`src/rtl/seg7_pkg.sv`:
```
// seg7_pkg: shared definitions for the 7-segment display blocks.
//   - Active-high glyph constants for hex digits 0-F plus SEG_OFF.
//     Bit order is seg[0]=a .. seg[6]=g.
//   - nibble_to_glyph(): pure nibble -> active-high glyph lookup.
//   - clog2_min1(): ceiling log2 with a floor of 1.
//     Used to size index and counter registers from parameters.
package seg7_pkg;

    localparam logic [6:0] SEG_OFF = 7'b0000000;

    localparam logic [6:0] GLYPH_0 = 7'b0111111;
    localparam logic [6:0] GLYPH_1 = 7'b0000110;
    localparam logic [6:0] GLYPH_2 = 7'b1011011;
    localparam logic [6:0] GLYPH_3 = 7'b1001111;
    localparam logic [6:0] GLYPH_4 = 7'b1100110;
    localparam logic [6:0] GLYPH_5 = 7'b1101101;
    localparam logic [6:0] GLYPH_6 = 7'b1111101;
    localparam logic [6:0] GLYPH_7 = 7'b0000111;
    localparam logic [6:0] GLYPH_8 = 7'b1111111;
    localparam logic [6:0] GLYPH_9 = 7'b1101111;
    localparam logic [6:0] GLYPH_A = 7'b1110111;
    localparam logic [6:0] GLYPH_B = 7'b1111100;
    localparam logic [6:0] GLYPH_C = 7'b0111001;
    localparam logic [6:0] GLYPH_D = 7'b1011110;
    localparam logic [6:0] GLYPH_E = 7'b1111001;
    localparam logic [6:0] GLYPH_F = 7'b1110001;

    function automatic logic [6:0] nibble_to_glyph(input logic [3:0] nib);
        logic [6:0] g;
        case (nib)
            4'h0:    g = GLYPH_0;
            4'h1:    g = GLYPH_1;
            4'h2:    g = GLYPH_2;
            4'h3:    g = GLYPH_3;
            4'h4:    g = GLYPH_4;
            4'h5:    g = GLYPH_5;
            4'h6:    g = GLYPH_6;
            4'h7:    g = GLYPH_7;
            4'h8:    g = GLYPH_8;
            4'h9:    g = GLYPH_9;
            4'hA:    g = GLYPH_A;
            4'hB:    g = GLYPH_B;
            4'hC:    g = GLYPH_C;
            4'hD:    g = GLYPH_D;
            4'hE:    g = GLYPH_E;
            default: g = GLYPH_F;
        endcase
        return g;
    endfunction

    // Smallest width able to hold the values 0..value-1.
    // The result is never less than 1.
    function automatic int clog2_min1(input int value);
        int w;
        w = 1;
        for (int i = 1; i < 31; i++) begin
            if ((1 << i) < value) begin
                w = i + 1;
            end
        end
        return w;
    endfunction

endpackage

```
`src/rtl/seg7_glyph_decode.sv`:
```
// seg7_glyph_decode: combinational nibble -> active-high 7-segment glyph.
//   nibble_i [3:0]  value 0-F
//   glyph_o  [6:0]  active-high segments, glyph_o[0]=a .. glyph_o[6]=g
// Polarity is left to the instantiating block so this decoder can be shared.
module seg7_glyph_decode
    import seg7_pkg::*;
(
    input  logic [3:0] nibble_i,
    output logic [6:0] glyph_o
);

    assign glyph_o = nibble_to_glyph(nibble_i);

endmodule

```
`src/rtl/seg7_scan_driver.sv`:
```
// seg7_scan_driver: time-multiplexed driver for an N-digit 7-segment display.
//
// Ports:
//   clk_i          system clock; all logic is on the rising edge
//   rst_n_i        synchronous active-low reset
//   en_i           scan enable
//   load_i         capture bcd_in_i into the display register on this edge
//   bcd_in_i       packed nibbles; digit 0 is in bits [3:0] and is the rightmost digit
//   blank_mask_i   per digit: 1 forces the digit dark; sampled live
//   seg_o          segments, seg_o[0]=a .. seg_o[6]=g, registered
//   an_o           one-hot digit select, registered
//   digit_idx_o    currently selected digit, registered
//
// Each digit slot lasts SCAN_DIV clocks. The slot starts with one dead clock
// (prescaler==0) in which every output is off, which avoids ghosting.
//
// Optional build macro: SEG7_LEADING_ZERO_BLANK_EN
//   When defined, leading zeros are blanked; digit 0 always shows.
//   Leading zeros are detected from the display register.
//
// Output registers are loaded from the next-state values of prescaler,
// digit index and display register. The pins therefore always describe the
// state those registers hold after the same edge.
module seg7_scan_driver
    import seg7_pkg::*;
#(
    parameter int NUM_DIGITS  = 4,
    parameter int SCAN_DIV    = 50000,
    parameter bit SEG_ACT_LOW = 1'b1,
    parameter bit AN_ACT_LOW  = 1'b1
) (
    input  logic                                 clk_i,
    input  logic                                 rst_n_i,
    input  logic                                 en_i,
    input  logic                                 load_i,
    input  logic [4*NUM_DIGITS-1:0]              bcd_in_i,
    input  logic [NUM_DIGITS-1:0]                blank_mask_i,
    output logic [6:0]                           seg_o,
    output logic [NUM_DIGITS-1:0]                an_o,
    output logic [clog2_min1(NUM_DIGITS)-1:0]    digit_idx_o
);

    localparam int DIDX_W = clog2_min1(NUM_DIGITS);
    localparam int PS_W   = clog2_min1(SCAN_DIV);

    localparam logic [PS_W-1:0]       PS_LAST  = PS_W'(SCAN_DIV - 1);
    localparam logic [DIDX_W-1:0]     IDX_LAST = DIDX_W'(NUM_DIGITS - 1);
    localparam logic [6:0]            SEG_IDLE = SEG_ACT_LOW ? ~SEG_OFF : SEG_OFF;
    localparam logic [NUM_DIGITS-1:0] AN_IDLE  = AN_ACT_LOW ? '1 : '0;

    logic [PS_W-1:0]         prescaler_q, prescaler_d;
    logic [DIDX_W-1:0]       digit_idx_q, digit_idx_d;
    logic [4*NUM_DIGITS-1:0] disp_q,      disp_d;
    logic [6:0]              seg_q,       seg_d;
    logic [NUM_DIGITS-1:0]   an_q,        an_d;

    logic                    tick;
    logic [3:0]              cur_nibble;
    logic                    cur_blank;
    logic [6:0]              cur_glyph;
    logic [NUM_DIGITS-1:0]   lz_blank;
    logic [NUM_DIGITS-1:0]   blank_eff;

    assign tick = en_i && (prescaler_q == PS_LAST);

    // Scan counters and display register.
    always_comb begin
        disp_d      = load_i ? bcd_in_i : disp_q;
        prescaler_d = prescaler_q;
        digit_idx_d = digit_idx_q;
        if (en_i) begin
            if (tick) begin
                prescaler_d = '0;
                digit_idx_d = (digit_idx_q == IDX_LAST) ? '0
                                                        : digit_idx_q + DIDX_W'(1);
            end else begin
                prescaler_d = prescaler_q + PS_W'(1);
            end
        end
    end

`ifdef SEG7_LEADING_ZERO_BLANK_EN
    // A digit is a leading zero if it and every more-significant digit is 0.
    // Digit 0 is never suppressed, so a value of all zeros still shows "0".
    // disp_d is used because it is the register content the outputs reflect.
    logic higher_zero;
    always_comb begin
        lz_blank    = '0;
        higher_zero = 1'b1;
        for (int i = NUM_DIGITS - 1; i >= 1; i--) begin
            higher_zero = higher_zero && (disp_d[4*i +: 4] == 4'd0);
            lz_blank[i] = higher_zero;
        end
    end
`else
    assign lz_blank = '0;
`endif

    assign blank_eff = blank_mask_i | lz_blank;

    // Select the nibble and blank flag of the digit that is shown next.
    always_comb begin
        cur_nibble = 4'd0;
        cur_blank  = 1'b0;
        for (int i = 0; i < NUM_DIGITS; i++) begin
            if (digit_idx_d == DIDX_W'(i)) begin
                cur_nibble = disp_d[4*i +: 4];
                cur_blank  = blank_eff[i];
            end
        end
    end

    seg7_glyph_decode u_decode (
        .nibble_i (cur_nibble),
        .glyph_o  (cur_glyph)
    );

    // Active-high output values; the dead clock and en_i=0 give all off.
    // A blanked digit keeps its anode driven but shows no segments.
    always_comb begin
        seg_d = SEG_OFF;
        an_d  = '0;
        if (en_i && (prescaler_d != '0)) begin
            an_d = NUM_DIGITS'(1) << digit_idx_d;
            if (!cur_blank) begin
                seg_d = cur_glyph;
            end
        end
    end

    always_ff @(posedge clk_i) begin
        if (!rst_n_i) begin
            prescaler_q <= '0;
            digit_idx_q <= '0;
            disp_q      <= '0;
            seg_q       <= SEG_IDLE;
            an_q        <= AN_IDLE;
        end else begin
            prescaler_q <= prescaler_d;
            digit_idx_q <= digit_idx_d;
            disp_q      <= disp_d;
            seg_q       <= SEG_ACT_LOW ? ~seg_d : seg_d;
            an_q        <= AN_ACT_LOW ? ~an_d : an_d;
        end
    end

    assign seg_o       = seg_q;
    assign an_o        = an_q;
    assign digit_idx_o = digit_idx_q;

endmodule

```
`config.mk`:
```
export PLATFORM = sky130hd
export DESIGN_NAME = seg7_scan_driver
export DESIGN_NICKNAME = d
export VERILOG_FILES = /design/src/rtl/seg7_pkg.sv /design/src/rtl/seg7_glyph_decode.sv /design/src/rtl/seg7_scan_driver.sv
export SDC_FILE = /design/constraint.sdc
export NUM_CORES = 1
export LEC_CHECK = 0
export BUFFER_PORTS_ARGS = -buffer_cell sky130_fd_sc_hd__buf_4
export CELL_PAD_IN_SITES_DETAIL_PLACEMENT = 0
export CELL_PAD_IN_SITES_GLOBAL_PLACEMENT = 2
export CORE_ASPECT_RATIO = 0.5
export CORE_MARGIN = 2
export CORE_UTILIZATION = 33
export CTS_CLUSTER_DIAMETER = 120
export DETAILED_ROUTE_END_ITERATION = 8
export GPL_TIMING_DRIVEN = 0
export HOLD_SLACK_MARGIN = 0.08
export PLACE_DENSITY = 0.81
export SYNTH_ARGS = -nofsm -noshare
export SYNTH_HDL_FRONTEND = slang
export SYNTH_HIERARCHICAL = 1
export SYNTH_SLANG_ARGS = --single-unit
export TNS_END_PERCENT = 20
```
`constraint.sdc`:
```
create_clock -name clk_i -period 3.2 [get_ports clk_i]
set_clock_uncertainty 0.2 [all_clocks]
set_input_delay 0.64 -clock clk_i [delete_from_list [all_inputs] [get_ports clk_i]]
set_output_delay 0.64 -clock clk_i [all_outputs]
set_load 0.01 [all_outputs]
```
After elaboration in Yosys (flattened, before gate mapping):

Memory sizes are Yosys's and may differ from the RTL's.
Cells that the tools add are included.

* register bits after elaboration: 45
* ROM bits: 112
* word-level logic and storage cells: 37
* input port bits: 24
* memories kept: 1
* output and inout bits: 13

Memories
* (name not given): depth 16, bits a word 7, rd ports 1, clocked after memory_dff 0, write ports 0, line seg7_pkg.sv:30 `case (nib)`

* $add $sub $neg: 2
* eq/ne operators: 5
* reduce and logical (&&, ||, !) cells: 4
* shift-type cells: 1
* bitwise logic cells: 2
* multiplexer cells: 17

Operators with widths (count)
* $mux W16: 3
* $mux W4: 5
* $add A16 B1 Y16 const B: 1
* $eq A16 B16 Y1 const B: 1
* $reduce_bool A16 Y1: 1
* $mux W7: 2
* $not A7 Y7: 1
* $eq A2 B2 Y1 const B: 3
* $mux W2: 3
* $mux W1: 4
* $not A4 Y4: 1
* $shl A1 B2 Y4 const A: 1
* $add A2 B1 Y2 const B: 1
* $eq A2 B1 Y1 const B: 1
* $logic_and A1 B1 Y1: 2
* $logic_not A2 Y1: 1

Logic depth before layout (Yosys ltp):

An unclocked memory read counts as a cell.

* depth in word-level cells: 13
* gate-level depth with buffers: 12

Hierarchy:

Netlist, hierarchy kept.

By module, submodules not included
* seg7_scan_driver: area each 2331.0 um^2, instances 1, cells an instance 223
* seg7_glyph_decode: area each 282.8 um^2, instances 1, cells an instance 33

Worst setup path after synthesis:

OpenSTA, ideal clock, no wires.

* path type: register to register
* start: reg prescaler_q[0]
* end: reg seg_q[3], in the netlist seg_o[3]
* setup time: 63 ps
* cell stages (with the launch flop): 13
* data arrival time: 3010 ps
* required time: 2937 ps
* period minus slack after synthesis: 3273 ps
* path slack: -73 ps
* cells stage by stage: dfxtp_1 > ha_1 > and4_1 > nand4_4 > mux2i_4 > buf_6 > mux4_1 > mux2_2 > inv_1 > ha_1 > inv_1 > mux4_2 > nand3b_1

* cells in the longest elaborated chain, start to end: 13
* elaborated cells on any way between the ends: 25
* those cells by class: add/sub: 1; eq/ne: 4; mux: 14; bitwise: 1; reduce/logical: 4; memory: 1

Ends and longest elaborated chain
* start: declaration: line seg7_scan_driver.sv:51 `logic [PS_W-1:0] prescaler_q, prescaler_d;`
* start signal: assignment: line seg7_scan_driver.sv:139 `prescaler_q <= prescaler_d;`
* $eq A16 B16 Y1 (*): line seg7_scan_driver.sv:64 `assign tick = en_i && (prescaler_q == PS_LAST);`
* $logic_and A1 B1 Y1 (*): line seg7_scan_driver.sv:64
* $mux W2 (*): line seg7_scan_driver.sv:72 `if (tick) begin`
* $mux W2 (*): line seg7_scan_driver.sv:71 `if (en_i) begin`
* $logic_not A2 Y1: line seg7_scan_driver.sv:106 `if (digit_idx_d == DIDX_W'(i)) begin`
* $mux W4 (3 in series): line seg7_scan_driver.sv:106
* $mux W4 (*): line seg7_scan_driver.sv:106
* via cur_nibble[1]: line seg7_scan_driver.sv:58 `logic [3:0] cur_nibble;`
* $mem_v2 Z16 W7 (*)
* via cur_glyph[3]: line seg7_scan_driver.sv:60 `logic [6:0] cur_glyph;`
* $mux W7 (*): line seg7_scan_driver.sv:125 `if (!cur_blank) begin`
* $mux W7 (*): line seg7_scan_driver.sv:123 `if (en_i && (prescaler_d != '0)) begin`
* $not A7 Y7 (*): line seg7_scan_driver.sv:142 `seg_q <= SEG_ACT_LOW ? ~seg_d : seg_d;`
* end signal: assignment: line seg7_scan_driver.sv:142
* end: declaration: line seg7_scan_driver.sv:54 `logic [6:0] seg_q, seg_d;`

The timed path passes the listed nets; every way through them passes the cells marked *.
A chain may end at the register's enable or synchronous reset.

Worst setup path in the final report:

* start: reg prescaler_q[1]
* end: reg seg_q[3], in the netlist seg_o[3]

The elaborated chain is that of the path after synthesis.

==> run metrics <==
Core ar. 7490 µm²; root cell of the clock tree sky130_fd_sc_hd__clkbuf_16; reported leakage power 1.35 nW; Routability Congestion 0.858; unrepaired setup endpoints after global routing yes; count of max-cap constraint violations 0; portion of netlist area occupied by mux cells 0.218; nature of the critical path startpoint flip-flop; fmax 320 MHz; number of vias in the routed layout 1961; hold wc startpoint disp_q[0]; category of the critical setup timing path reg -> reg; Cells after Synth 256; minimum clock period after layout 3.12 ns; syn nets 289; die span in y 66.9 µm; Sink Count 45; first-pass iteration count of the detailed router 4; post-synthesis instance area 2610 µm²; fraction of the mapped netlist area in compound gates 0.0445; Die X-Extent 130 µm; Synth Area per Inst 10.2 µm²; Max transition margin 0.574; number of global-route vias before repair 1916; R2R setup slack 0.08 ns; post-place setup slack -0.420 ns; required time worst endpoint 3.23 ns; kind of end point of the critical path flip-flop; proportion of layout cells with a drive suffix above 1 0.310; main combinational cell family by area after synthesis simple AND/OR/NAND/NOR gates; Area after DPL 3020 µm²; Vias/cell 4.74; number of H-tree branching levels 2; slew at the pin closest to its max-slew limit 0.627 ns; worst min-delay path class reg -> reg; total global routing track utilization 0.144; global-route wire length before repair 9.40 mm; peak supply drop 170 µV; Yosys reg bits 45; number of hold-slack violations in the final timing report 0; cell depth of the worst flop-to-flop path 11; antenna diode count 0; proportion of synthesized chip area in sequential cells 0.345; buffers from clock root to sink, at most 2; fin cells 414; Hold Slack 0.312 ns; register clock-pin slew on the reported worst setup and hold paths 0.06 ns; routed wire length per instance 13.4 µm; capture point of the critical path seg_o[3]; setup tns final 0 ns; pin count of the biggest net entering global routing 14; worst-path fanout max 5; Adder-Cell Fraction of Synth Area 0.0431; P&R area growth vs syn 25.7%; number of clock buffers inserted by TritonCTS 5; simple-gate share of the synthesized area 0.238; drt drc 0; initial core utilization 0.349; post-layout utilization of the core 0.439; areal power density over the cells 398 nW/µm²; post-detail-place hpwl 4.03 mm; Remaining Overflow, GRT 0; Final Worst Setup Slack 0.0795 ns; Yosys warning count 6; Nets 338; number of stages on the worst hold path 2; Data arrival, critical path 3.15 ns; Port Buffer Count 35; boundary pin count 37; Largest stage delay, worst path 0.47 ns; count of pins over their slew limit 0; result of the run finished, final reports clean; final period utilization 0.975; initial antenna violation count 0; FP Rows 22; Total Power Consumption 1.31 mW; full die area 8690 µm²; critical path launch point prescaler_q[1]; Cell Chain, Critical Path ha_4 -> and4_4 -> nand4_4 -> mux2i_4 -> buf_12 -> mux4_2 -> mux2_4 -> inv_4 -> ha_1 -> mux4_2 -> nand3b_1; cell seen most often among critical-path stages sky130_fd_sc_hd__mux4_2; Cell Count Post-Placement 399; summed area of non-filler cells in the final layout 3280 µm²; clock network latency to the later pin of the worst-skew pair 0.29 ns; final wirelength 5.55 mm; crit path max-delay cell type sky130_fd_sc_hd__mux4_2; number of violations reported at the end of detailed-routing iteration 0 88; clock tree from TritonCTS built; Routed Antenna Nets 0; xor/xnor share of the synthesized area 0.0603; distinct cell type count of the synthesized netlist 47; Reg2Reg Launch Point prescaler_q[1]; Critical R2R Capture seg_o[3]; final setup violation count 0
[synthesized netlist by cell type, drive strengths merged]
cell type | count | area, µm²
a21boi | 2 | 15.0
a21o | 1 | 7.51
a21oi | 3 | 18.8
a22oi | 5 | 37.5
a31oi | 1 | 6.26
a32oi | 1 | 8.76
and2 | 1 | 6.26
and3 | 3 | 18.8
and4 | 1 | 8.76
and4bb | 2 | 25.0
buf | 11 | 81.3
clkbuf | 6 | 23.8
dfxtp | 45 | 901
ha | 9 | 113
inv | 7 | 28.8
mux2 | 8 | 90.1
mux2i | 25 | 267
mux4 | 9 | 214
nand2 | 9 | 33.8
nand2b | 3 | 18.8
nand3 | 9 | 45.0
nand3b | 11 | 82.6
nand4 | 7 | 65.1
nor2 | 23 | 86.3
nor2b | 21 | 131
nor3 | 3 | 15.0
nor4 | 2 | 12.5
nor4b | 3 | 47.5
o21ai | 1 | 5.00
o311a | 1 | 10.0
o31ai | 1 | 7.51
or3 | 4 | 25.0
xnor2 | 12 | 105
xor2 | 6 | 52.6
[cell usage in the layout (no fill, tap or decap), types with 5 or more instances in the layout]
cell | Yosys | routed
sky130_fd_sc_hd__clkbuf_16 | 0 | 5
sky130_fd_sc_hd__clkbuf_1 | 5 | 5
sky130_fd_sc_hd__xor2_1 | 6 | 6
sky130_fd_sc_hd__nor2b_1 | 21 | 21
sky130_fd_sc_hd__ha_1 | 9 | 6
sky130_fd_sc_hd__nand2_1 | 9 | 9
sky130_fd_sc_hd__nor2_1 | 23 | 23
sky130_fd_sc_hd__xnor2_1 | 12 | 12
sky130_fd_sc_hd__mux2i_1 | 23 | 23
sky130_fd_sc_hd__a22oi_1 | 5 | 5
sky130_fd_sc_hd__buf_4 | 3 | 44
sky130_fd_sc_hd__mux4_2 | 6 | 7
sky130_fd_sc_hd__nand4_1 | 5 | 5
sky130_fd_sc_hd__nand3b_1 | 11 | 11
sky130_fd_sc_hd__dfxtp_1 | 45 | 43
sky130_fd_sc_hd__mux2_2 | 8 | 6
sky130_fd_sc_hd__nand3_1 | 9 | 9
[how the worst min path moves through the flow]
stage	end	slack (ns)
6_report	disp_q[0]	0.31
5_1_grt	disp_q[0]	0.34
2_1_floorplan	disp_q[0]	0.27
3_5_place_dp	disp_q[0]	0.30
4_1_cts	disp_q[6]	0.32
3_3_place_gp	disp_q[0]	0.29
[per-layer routing]
metal  routed length [µm]  part of all wire  track usage
met5                    0                 0            0
met4                  131             0.024       0.0766
met3                  126             0.023       0.0337
met2                 2690              0.48        0.237
met1                 2600              0.47        0.176
[power by group]
group	switching, mW	total (mW)	internal, mW
Clock	0.213	0.544	0.331
Combinational	0.0802	0.177	0.0965
Sequential	0.00919	0.587	0.578
[cell families after synthesis]
logic type	count (synthesis)
compound gates	16
mux	42
xor+xnor	18
flops	45
buf+inv	24
fa+ha+maj	9
simple gates	102
[layout make-up]
type                       count  area, µm²
sequential                    45        908
tap                          108        135
timing repair buffer          42        332
inverter                       7       33.8
clock buffer                   7        153
clock inverter                 1       5.00
fill                         780       4200
buffer                        17        110
multi-input combinational    187       1610
[state kept, by name, summed over array words and instances (netlist names)]
register,flops
disp_q,16
prescaler_q,16
seg_o,7
an_o,4
digit_idx_o,2
[worst max-delay path, delay by kind of cell (launching register included)]
| kind | cells | cell delay, ns |
|---|---|---|
| fa+ha+maj | 2 | 0.41 |
| buf+inv | 2 | 0.22 |
| flops | 1 | 0.38 |
| mux | 4 | 1.36 |
| simple gates | 3 | 0.49 |
[repair_timing]
| action | 4_1_cts | 5_1_grt |
|---|---|---|
| pin swaps | 1 | 3 |
| resized for setup | 7 | 8 |
| hold buffers | 0 | 0 |
| setup endpoints to repair | 7 | 4 |
| setup buffers | 6 | 1 |
Note: power is estimated with default switching activity, not from simulation.
